File: config.mk
export PLATFORM = sky130hd
export DESIGN_NAME = uart_tx_flat
export DESIGN_NICKNAME = d
export VERILOG_FILES = /design/src/rtl/uart_tx_if.sv /design/src/rtl/uart_tx.sv /design/src/flat_wrapper.sv
export SDC_FILE = /design/constraint.sdc
export NUM_CORES = 1
export LEC_CHECK = 0
export BUFFER_PORTS_ARGS = -buffer_cell sky130_fd_sc_hd__buf_2
export CAP_MARGIN = 20
export CORE_MARGIN = 3
export CORE_UTILIZATION = 55
export CTS_CLUSTER_SIZE = 20
export DETAILED_ROUTE_END_ITERATION = 8
export PLACE_DENSITY = 0.77
export SYNTH_ARGS = -nofsm -noshare
export SYNTH_HDL_FRONTEND = slang
export SYNTH_SLANG_ARGS = --single-unit
File: constraint.sdc
create_clock -name clk -period 2.7 [get_ports clk]
set_input_delay 0.405 -clock clk [delete_from_list [all_inputs] [get_ports clk]]
set_output_delay 0.405 -clock clk [all_outputs]
set_load 0.02 [all_outputs]
File: src/rtl/uart_tx_if.sv
// Valid/ready word handshake into the UART transmitter.
interface uart_tx_if #(
    parameter int DATA_BITS = 8
);
    logic [DATA_BITS-1:0] tx_data;
    logic                 tx_valid;
    logic                 tx_ready;

    modport master (
        output tx_data,
        output tx_valid,
        input  tx_ready
    );

    modport slave (
        input  tx_data,
        input  tx_valid,
        output tx_ready
    );
endinterface

File: src/rtl/uart_tx.sv
// 8N1-style UART transmitter: start bit, LSB-first data, stop bit.
// Line output is registered so the far-side sampler never sees glitches.
module uart_tx #(
    parameter int CLKS_PER_BIT = 16,
    parameter int DATA_BITS    = 8
) (
    input  logic      clk,
    input  logic      rstN,
    uart_tx_if.slave  bus,
    output logic      tx,
    output logic      busy
);
    localparam int CNT_W = (CLKS_PER_BIT > 1) ? $clog2(CLKS_PER_BIT) : 1;
    localparam int BIT_W = $clog2(DATA_BITS);

    typedef enum logic [1:0] {
        IDLE,
        START,
        DATA,
        STOP
    } state_t;

    state_t               state_q, state_d;
    logic [CNT_W-1:0]     clk_cnt_q, clk_cnt_d;
    logic [BIT_W-1:0]     bit_cnt_q, bit_cnt_d;
    logic [DATA_BITS-1:0] shift_q, shift_d;
    logic                 tx_q, tx_d;
    logic                 bit_end;
    logic                 accept;

    assign bit_end = (clk_cnt_q == CNT_W'(CLKS_PER_BIT - 1));
    assign accept  = bus.tx_valid && (state_q == IDLE);

    always_ff @(posedge clk or negedge rstN) begin
        if (!rstN) begin
            state_q   <= IDLE;
            clk_cnt_q <= '0;
            bit_cnt_q <= '0;
            shift_q   <= '0;
            tx_q      <= 1'b1;
        end else begin
            state_q   <= state_d;
            clk_cnt_q <= clk_cnt_d;
            bit_cnt_q <= bit_cnt_d;
            shift_q   <= shift_d;
            tx_q      <= tx_d;
        end
    end

    always_comb begin
        state_d   = state_q;
        clk_cnt_d = bit_end ? '0 : clk_cnt_q + CNT_W'(1);
        bit_cnt_d = bit_cnt_q;
        shift_d   = shift_q;
        unique case (state_q)
            IDLE: begin
                clk_cnt_d = '0;
                if (accept) begin
                    shift_d   = bus.tx_data;
                    bit_cnt_d = '0;
                    state_d   = START;
                end
            end
            START: begin
                if (bit_end) state_d = DATA;
            end
            DATA: begin
                if (bit_end) begin
                    shift_d   = shift_q >> 1;
                    bit_cnt_d = bit_cnt_q + BIT_W'(1);
                    if (bit_cnt_q == BIT_W'(DATA_BITS - 1))
                        state_d = STOP;
                end
            end
            STOP: begin
                if (bit_end) state_d = IDLE;
            end
            default: state_d = IDLE;
        endcase
    end

    // Line level is decoded from the next state so it lands in tx_q
    // on the same edge the state changes.
    always_comb begin
        tx_d = 1'b1;
        unique case (state_d)
            IDLE:    tx_d = 1'b1;
            START:   tx_d = 1'b0;
            DATA:    tx_d = shift_d[0];
            STOP:    tx_d = 1'b1;
            default: tx_d = 1'b1;
        endcase
    end

    assign tx           = tx_q;
    assign bus.tx_ready = (state_q == IDLE);
    assign busy         = (state_q != IDLE);
endmodule

File: src/flat_wrapper.sv
// flat-port wrapper written by rule: the top's interface ports become plain ports
module uart_tx_flat 
#(
    parameter int CLKS_PER_BIT = 16,
    parameter int DATA_BITS    = 8
)
  (clk, rstN, tx, busy, bus_tx_data, bus_tx_valid, bus_tx_ready);
  uart_tx_if #(.DATA_BITS(DATA_BITS)) bus_i ();
  input  logic clk;
  input  logic rstN;
  output logic tx;
  output logic busy;
  input wire logic [$bits(bus_i.tx_data)-1:0] bus_tx_data;
  input wire logic [$bits(bus_i.tx_valid)-1:0] bus_tx_valid;
  output wire logic [$bits(bus_i.tx_ready)-1:0] bus_tx_ready;
  assign bus_i.tx_data = bus_tx_data;
  assign bus_i.tx_valid = bus_tx_valid;
  assign bus_tx_ready = bus_i.tx_ready;
  uart_tx #(.CLKS_PER_BIT(CLKS_PER_BIT), .DATA_BITS(DATA_BITS)) u_core (.clk(clk), .rstN(rstN), .bus(bus_i), .tx(tx), .busy(busy));
endmodule
After elaboration in Yosys (flattened, before gate mapping)
Cells that the tools add are included.
{ "op_classes": {"n_eq_ne": 10, "add_sub_neg": 2, "n_mux": 15, "n_reduce_logical": 7} }
{ "ops": {"columns": ["op", "n"], "rows": [
  ["8-bit two-way mux", 2],
  ["8-bit case mux with 2 select lines", 1],
  ["2-bit two-way mux", 5],
  ["2-bit == test (second input constant)", 4],
  ["4-bit two-way mux", 2],
  ["2-bit case mux with 4 select lines", 1],
  ["3-bit two-way mux", 2],
  ["3-bit case mux with 2 select lines", 1],
  ["4-bit by 1-bit adder with 4-bit output (second input constant)", 1],
  ["2-bit by 1-bit == test with 1-bit output (second input constant)", 2],
  ["4-bit == test (second input constant)", 1],
  ["2-bit zero test", 2],
  ["2-bit by 1-bit inequality test with 1-bit output (second input constant)", 2],
  ["2-bit nonzero test", 2],
  ["3-bit by 1-bit adder with 3-bit output (second input constant)", 1],
  ["3-bit == test (second input constant)", 1],
  ["1-bit case mux with 3 select lines", 1],
  ["3-bit AND reduction", 1],
  ["2-bit OR reduction", 1],
  ["1-bit logical AND", 1]
]} }
{ "word_totals": {"reg_bits": 18, "output_inout_bits": 3} }

Logic depth before layout (Yosys ltp)
Gate-level depths: netlist of run 1.
{ "depth": {"word_depth": 7, "depth_mapped": 8, "depth_no_buf": 8} }

Worst setup path after synthesis of run 1
OpenSTA, ideal clock, no wires.
{ "synth_path": {"path_kind": "reg-to-reg", "from": "register u_core.clk_cnt_q[0]", "to": "register u_core.tx_q (netlist: u_core.tx)", "n_path_buf": 0, "path_stages_with_launch": 8, "setup_ps": 85, "arrival_ps": 2103, "period_less_slack_ps": 2188, "path_slack_ps": 512, "path_cell_list": "dfrtp_1 ha_1 and4_4 and2_2 o31a_1 ha_1 or4_1 o221ai_1"} }
{ "synth_via": {"elab_chain_cells": 6, "word_cells_on_any_way": 13, "classes_between": "eq/ne (4); mux (7); reduce/logical (2)"} }
{ "synth_rtl": {"columns": ["element", "line", "text"], "rows": [
  ["start: declaration", "uart_tx.sv:24", "logic [CNT_W-1:0] clk_cnt_q, clk_cnt_d;"],
  ["start signal: assignment", "uart_tx.sv:43", "clk_cnt_q <= clk_cnt_d;"],
  ["4-bit == test *", "uart_tx.sv:31", "assign bit_end = (clk_cnt_q == CNT_W'(CLKS_PER_BIT - 1));"],
  ["2-bit two-way mux, on equally long branches", "uart_tx.sv:76, uart_tx.sv:65, uart_tx.sv:68", null],
  ["2-bit case mux with 4 select lines *", "uart_tx.sv:55", "unique case (state_q)"],
  ["named net u_core.state_d[0]", "uart_tx.sv:23", "state_t state_q, state_d;"],
  ["2-bit == test / 2-bit zero test (equally long branches)", "uart_tx.sv:86", "unique case (state_d)"],
  ["2-bit OR reduction (no line)", null, null],
  ["1-bit case mux with 3 select lines *", "uart_tx.sv:86", null],
  ["named net u_core.tx_d", "uart_tx.sv:27", "logic tx_q, tx_d;"],
  ["end signal: assignment", "uart_tx.sv:46", "tx_q <= tx_d;"],
  ["end: declaration", "uart_tx.sv:27", null]
]} }
The timed path passes the listed nets; every way through them passes the cells marked *. The select of a mux whose other input is x is not followed.
A chain may end at the register's enable or synchronous reset.

Worst setup path in the final report of run 1
Same ends and word-level chain as after synthesis.

==> flow_metrics.env, run 1 <==
export IMPL_outcome="finished, final reports clean"
export IMPL_place_gp_congestion=0.790
export IMPL_post_cts_buffers=0
export IMPL_place_area_um2=1040
export IMPL_required_ns=2.91
export IMPL_start_util_pct=62.4
export IMPL_synth_cells=82
export IMPL_synth_ff_type="dfrtp_1"
export IMPL_drt_iter0_drc=9
export IMPL_synth_compound_area_share_pct=19.0
export IMPL_synth_warnings=0
export IMPL_die_x_um=48.5
export IMPL_met2_length_um=760
export IMPL_diodes=0
export IMPL_worst_path_stages=7
export IMPL_portBuffers=13
export IMPL_dieArea_um2=2350
export IMPL_wl_per_cell_um=14.0
export IMPL_cts_htree_levels=1
export IMPL_synth_simple_gate_area_share_pct=17.7
export IMPL_p_leak_nw=0.508
export IMPL_endpoint_kind="flip-flop"
export IMPL_ys_seq_area_share_pct=45.4
export IMPL_clock_path_buffers=2
export IMPL_power_net_switching_mw=0.388
export IMPL_synth_top_family_by_area="compound AO/OA/AOI/OAI gates"
export IMPL_dp_hpwl_um=1250
export IMPL_slew_viol_final=0
export IMPL_drive_gt1_share_pct=43.6
export IMPL_dr_total_vias=668
export IMPL_synth_common_cells="dfrtp_1, a221o_2, and3_2, ha_1"
export IMPL_rsz0062_at_grt="false"
export IMPL_syn2layout_area_growth_pct=7.92
export IMPL_grt_use_total_pct=15.7
export IMPL_syn_area_um2=995
export IMPL_tightest_slew_ns=0.723
export IMPL_timing_hold_ws_ns=0.0245
export IMPL_yosys_area_share_adder_pct=6.29
export IMPL_setup_tns_ns=0
export IMPL_wirelength_um=1650
export IMPL_p_comb_share_pct=39.3
export IMPL_gr_total_overflow=0
export IMPL_pwr_share_seq_pct=46.0
export IMPL_post_route_cell_area_um2=1070
export IMPL_synth_xor_area_share_pct=2.64
export IMPL_clock_sinks=18
export IMPL_drv_cap=0
export IMPL_drc_errors=0
export IMPL_cp_start_kind="flip-flop"
export IMPL_critPathBufInv=0
export IMPL_top_layer_used="met4"
export IMPL_row_count=14
export IMPL_grt_pass1_vias=703
export IMPL_fin_nets=111
export IMPL_startpoint="u_core.clk_cnt_q[0]$_DFF_PN0_"
export IMPL_ir_drop_mv=0.517
export IMPL_setup_viol=0
export IMPL_ant_nets=0
export IMPL_cts_resized_gates=0
export IMPL_r2r_start="u_core.clk_cnt_q[0]$_DFF_PN0_"
export IMPL_cpPeakStageDelay_ns=0.51
export IMPL_cp_top_family="simple AND/OR/NAND/NOR gates"
export IMPL_avgSynthCellArea_um2=12.1
export IMPL_yosysTopAreaCell="dfrtp_1"
export IMPL_netlist_top_cells_area="dfrtp_1, a221o_2, ha_1, and3_2, buf_6"
export IMPL_yosysMostFrequentCell="dfrtp_1"
export IMPL_critPathMostFrequentCell="ha_1"
export IMPL_cts_tree="yes"
export IMPL_path_max_fanout=5
export IMPL_dr_pass1_iters=4
export IMPL_p_clk_share_pct=14.7
export IMPL_antenna_found_initial=0
export IMPL_cts_inserted_buffers=3
export IMPL_ys_types=37
export IMPL_synth_edf_count=0
export IMPL_async_flop_share_pct=100
export IMPL_r2r_slack_ns=0.39
export IMPL_p_per_area_nw_per_um2=1020
export IMPL_r2r_cells=7
export IMPL_synth_nets=98
export IMPL_power_internal_mw=0.706
export IMPL_path_cells="ha_1 > and4_4 > and2_2 > o31a_1 > ha_1 > or4_1 > o221ai_1"
export IMPL_vias_per_cell=5.66
export IMPL_relSlewSlack_pct=51.6
export IMPL_wl_met3_um=66
export IMPL_swShare_pct=35.5
export IMPL_m1WireLength_um=794
export IMPL_fmax_ghz=0.433
export IMPL_crit_arrival_ns=2.52
export IMPL_post_route_min_period_ns=2.31
export IMPL_core_area_um2=1590
export IMPL_critPathKind="flip-flop to flip-flop"
export IMPL_grt_max_degree=19
export IMPL_synth_seq_cells=18
export IMPL_synth_top_area_share_pct=42.8
export IMPL_cts_root_buf="clkbuf_4"
export IMPL_io_pins=14
export IMPL_slowest_stage="or4_1"
export IMPL_reg2reg_to="u_core.tx$_DFF_PN1_"
export IMPL_cts_hold_buf=0
export IMPL_die_y_um=48.5
export IMPL_synthMuxAreaShare_pct=2.14
export IMPL_hold_path_class="primary input to async pin"
export IMPL_post_route_period_util_pct=85.5
export IMPL_clkTransAtPathRegs_ns=0.10
export IMPL_cp_endpoint="u_core.tx$_DFF_PN1_"
export IMPL_grt_pass1_wl_um=2990
export IMPL_fin_worst_skew_ns=0.00478
export IMPL_hold_violations=0
export IMPL_clk_latency_ns=0.28
final cells by class:
class	count	area, um^2
fillers	127	520
multi-input cells	55	475
flip-flops and latches	18	452
repair buffers	13	65.1
clock buffers	4	36.3
well taps	24	30.0
inverters	4	15.0
layout by cell type, fill, tap and decap left out, types with 2 or more instances in the layout:
| cell type | instances |
|---|---|
| a221o_2 | 6 |
| buf_2 | 13 |
| nand2_1 | 2 |
| nor2b_1 | 2 |
| o31ai_1 | 2 |
| ha_1 | 5 |
| and3_2 | 6 |
| clkbuf_4 | 3 |
| inv_1 | 4 |
| dfrtp_1 | 17 |
| xnor2_1 | 3 |
| nor2_1 | 3 |
| o21ai_0 | 3 |
logic make-up (layout without fill, tap and decap cells):
logic type      after synthesis  after routing
compound gates               20             20
buf+inv                       9             21
flops                        18             18
xor+xnor                      3              3
mux                           2              2
simple gates                 25             25
fa+ha+maj                     5              5
state kept, by name, summed over array words and instances (netlist names):
register          flops
u_core.shift_q        8
u_core.clk_cnt_q      4
u_core.bit_cnt_q      3
u_core.state_q        2
u_core.tx             1
metrics by stage:
stage | power (mW) | util, % | instances | worst slack [ns]
global placement | 0.920 | 65.1 | 114 | 0.477
floorplan | 0.874 | - | 82 | 0.512
finish | 1.09 | 67.3 | 118 | 0.393
CTS | 1.10 | 67.3 | 118 | 0.395
global route | 1.19 | 67.3 | 118 | 0.302
detailed placement | 0.942 | 65.1 | 114 | 0.418
power groups by stage:
stage	clock network, mW	registers (mW)	logic (mW)
finish	0.161	0.503	0.430
global route	0.180	0.519	0.490
CTS	0.166	0.502	0.436
detailed placement	0	0.507	0.435
global placement	0	0.500	0.421
floorplan	0	0.460	0.413
worst register-to-register path, stage by stage, from the launching register on:
cell and delay, ns:
dfrtp_1 0.43, ha_1 0.26, and4_4 0.24, and2_2 0.20
o31a_1 0.30, ha_1 0.22, or4_1 0.51, o221ai_1 0.08
per-layer routing:
metal / track usage [%] / vias to the layer above
met1: 19.3 / 324
met4: 7.11 / 0
met5: 0 / -
met2: 26.6 / 13
li1: - / 327
met3: 3.07 / 4
how the worst min path moves through the flow:
stage | to | cells after the start | slack (ns)
finish | u_core.clk_cnt_q[2]$_DFF_PN0_ | 1 | 0.02
global route | u_core.clk_cnt_q[2]$_DFF_PN0_ | 1 | 0.04
CTS | u_core.clk_cnt_q[2]$_DFF_PN0_ | 1 | 0.03
detailed placement | u_core.clk_cnt_q[2]$_DFF_PN0_ | 1 | 0.35
global placement | u_core.clk_cnt_q[2]$_DFF_PN0_ | 1 | 0.35
floorplan | u_core.bit_cnt_q[0]$_DFFE_PN0P_ | 0 | 0.11
(Power assumes the default switching activity.)
==> run 2: changes to the inputs <==
--- a/config.mk
+++ b/config.mk
@@ -7,11 +7,13 @@
 export LEC_CHECK = 0
 export BUFFER_PORTS_ARGS = -buffer_cell sky130_fd_sc_hd__buf_2
 export CAP_MARGIN = 20
+export CELL_PAD_IN_SITES_DETAIL_PLACEMENT = 1
+export CELL_PAD_IN_SITES_GLOBAL_PLACEMENT = 1
 export CORE_MARGIN = 3
-export CORE_UTILIZATION = 55
+export CORE_UTILIZATION = 44
 export CTS_CLUSTER_SIZE = 20
 export DETAILED_ROUTE_END_ITERATION = 8
-export PLACE_DENSITY = 0.77
+export PLACE_DENSITY_LB_ADDON = 0.1
 export SYNTH_ARGS = -nofsm -noshare
 export SYNTH_HDL_FRONTEND = slang
 export SYNTH_SLANG_ARGS = --single-unit
==> flow_metrics.env, run 2 (synthesis results as in run 1) <==
export IMPL_outcome="finished, final reports clean"
export IMPL_swShare_pct=36.5
export IMPL_fillers=245
export IMPL_power_net_switching_mw=0.408
export IMPL_hold_path_class="primary input to async pin"
export IMPL_regMostFlops="u_core.shift_q"
export IMPL_antenna_found_initial=0
export IMPL_grt_pass1_wl_um=3040
export IMPL_rsz0062_at_grt="false"
export IMPL_drc_errors=0
export IMPL_pwr_share_seq_pct=44.9
export IMPL_r2r_start="u_core.clk_cnt_q[0]$_DFF_PN0_"
export IMPL_diodes=0
export IMPL_p_per_area_nw_per_um2=1040
export IMPL_post_route_period_util_pct=85.7
export IMPL_largest_register_ffs=8
export IMPL_post_route_cell_area_um2=1080
export IMPL_die_y_um=53.5
export IMPL_dr_total_vias=681
export IMPL_io_pins=14
export IMPL_final_common_cell="dfrtp_1"
export IMPL_cts_tree="yes"
export IMPL_power_internal_mw=0.708
export IMPL_place_area_um2=1040
export IMPL_vias_per_cell=5.63
export IMPL_dieArea_um2=2870
export IMPL_dp_hpwl_um=1420
export IMPL_hold_violations=0
export IMPL_relSlewSlack_pct=53.0
export IMPL_row_count=16
export IMPL_tightest_slew_ns=0.702
export IMPL_total_power_mw=1.12
export IMPL_syn2layout_area_growth_pct=8.30
export IMPL_grt_max_degree=19
export IMPL_cts_htree_levels=1
export IMPL_ir_drop_mv=0.496
export IMPL_final_cells=121
export IMPL_endpoint_kind="flip-flop"
export IMPL_ant_nets=0
export IMPL_top_regs="u_core.shift_q (8), u_core.clk_cnt_q (4), u_core.bit_cnt_q (3)"
export IMPL_start_util_pct=48.7
export IMPL_p_clk_share_pct=15.2
export IMPL_clkTransAtPathRegs_ns=0.11
export IMPL_cp_start_kind="flip-flop"
export IMPL_drive_gt1_share_pct=43.6
export IMPL_clock_path_buffers=2
export IMPL_gr_total_overflow=0
export IMPL_setup_viol=0
export IMPL_clock_sinks=18
export IMPL_die_x_um=53.5
export IMPL_drt_iter0_drc=4
export IMPL_crit_arrival_ns=2.53
export IMPL_required_ns=2.92
export IMPL_post_cts_buffers=0
export IMPL_clk_latency_ns=0.29
export IMPL_dp_cells=117
export IMPL_slew_viol_final=0
export IMPL_p_leak_nw=0.508
export IMPL_p_comb_share_pct=39.9
export IMPL_setup_tns_ns=0
export IMPL_critPathKind="flip-flop to flip-flop"
export IMPL_drv_cap=0
export IMPL_cts_hold_buf=0
export IMPL_fin_nets=111
export IMPL_layout_common_cells="dfrtp_1, buf_2, and3_2, a221o_2, ha_1"
export IMPL_path_max_fanout=5
export IMPL_fin_worst_skew_ns=0.000480
export IMPL_dr_pass1_iters=4
export IMPL_cts_inserted_buffers=3
export IMPL_grt_pass1_vias=654
export IMPL_wl_per_cell_um=15.8
export IMPL_core_area_um2=2040
export IMPL_cts_resized_gates=0
export IMPL_cts_root_buf="clkbuf_4"
export IMPL_startpoint="u_core.clk_cnt_q[0]$_DFF_PN0_"
export IMPL_wirelength_um=1910
export IMPL_portBuffers=13
export IMPL_grt_use_total_pct=14.8
export IMPL_post_route_min_period_ns=2.31
export IMPL_timing_hold_ws_ns=0.0232
export IMPL_place_gp_congestion=0.731
export IMPL_fmax_ghz=0.432
## run 2: cell counts in the layout (fill, tap and decap cells not counted)
Identical to the previous run, type by type.
## run 2: layer usage
metal | up-vias | GRT usage [%] | wire, um
li1 | 328 | - | -
met1 | 340 | 18.9 | 843
met2 | 11 | 25.1 | 985
met3 | 2 | 2.49 | 60
met4 | 0 | 5.11 | 24
met5 | - | 0 | 0
## run 2: area by class of cell
type,count,area (um^2),area share (%)
multi-input combinational,55,475,44.1
inverter,4,15.0,1.39
tap,27,33.8,3.14
timing repair buffer,13,65.1,6.04
sequential,18,452,41.9
clock buffer,4,36.3,3.37
## run 2: worst paths after layout
kind / endpoint / slack, ns / cells past startpoint
worst min-delay path: u_core.bit_cnt_q[1]$_DFFE_PN0P_ / 0.02 / 1
worst max register to register: u_core.tx$_DFF_PN1_ / 0.39 / 7
min in group clk: u_core.shift_q[7]$_DFFE_PN0P_ / 0.34 / 3
worst min register to register: u_core.clk_cnt_q[0]$_DFF_PN0_ / 0.51 / 1
worst max-delay path: u_core.tx$_DFF_PN1_ / 0.39 / 7
max in group asynchronous: u_core.tx$_DFF_PN1_ / 2.36 / 1
## run 2: critical path, cell delays in order, from the launching register on
cell and delay, ns:
dfrtp_1 0.42, ha_1 0.26, and4_4 0.24, and2_2 0.20, o31a_1 0.29, ha_1 0.22
or4_1 0.51, o221ai_1 0.09
## run 2: metrics by stage
stage	util (%)	setup WS, ns
2_1_floorplan	-	0.512
3_3_place_gp	51.0	0.473
3_5_place_dp	51.0	0.423
4_1_cts	52.8	0.385
5_1_grt	52.8	0.298
6_report	52.8	0.387
## run 2: power groups by stage
stage	Combinational, mW	Sequential [mW]	Clock, mW
6_report	0.445	0.501	0.170
5_1_grt	0.500	0.518	0.188
3_3_place_gp	0.430	0.502	0
2_1_floorplan	0.413	0.460	0
3_5_place_dp	0.449	0.504	0
4_1_cts	0.455	0.500	0.178
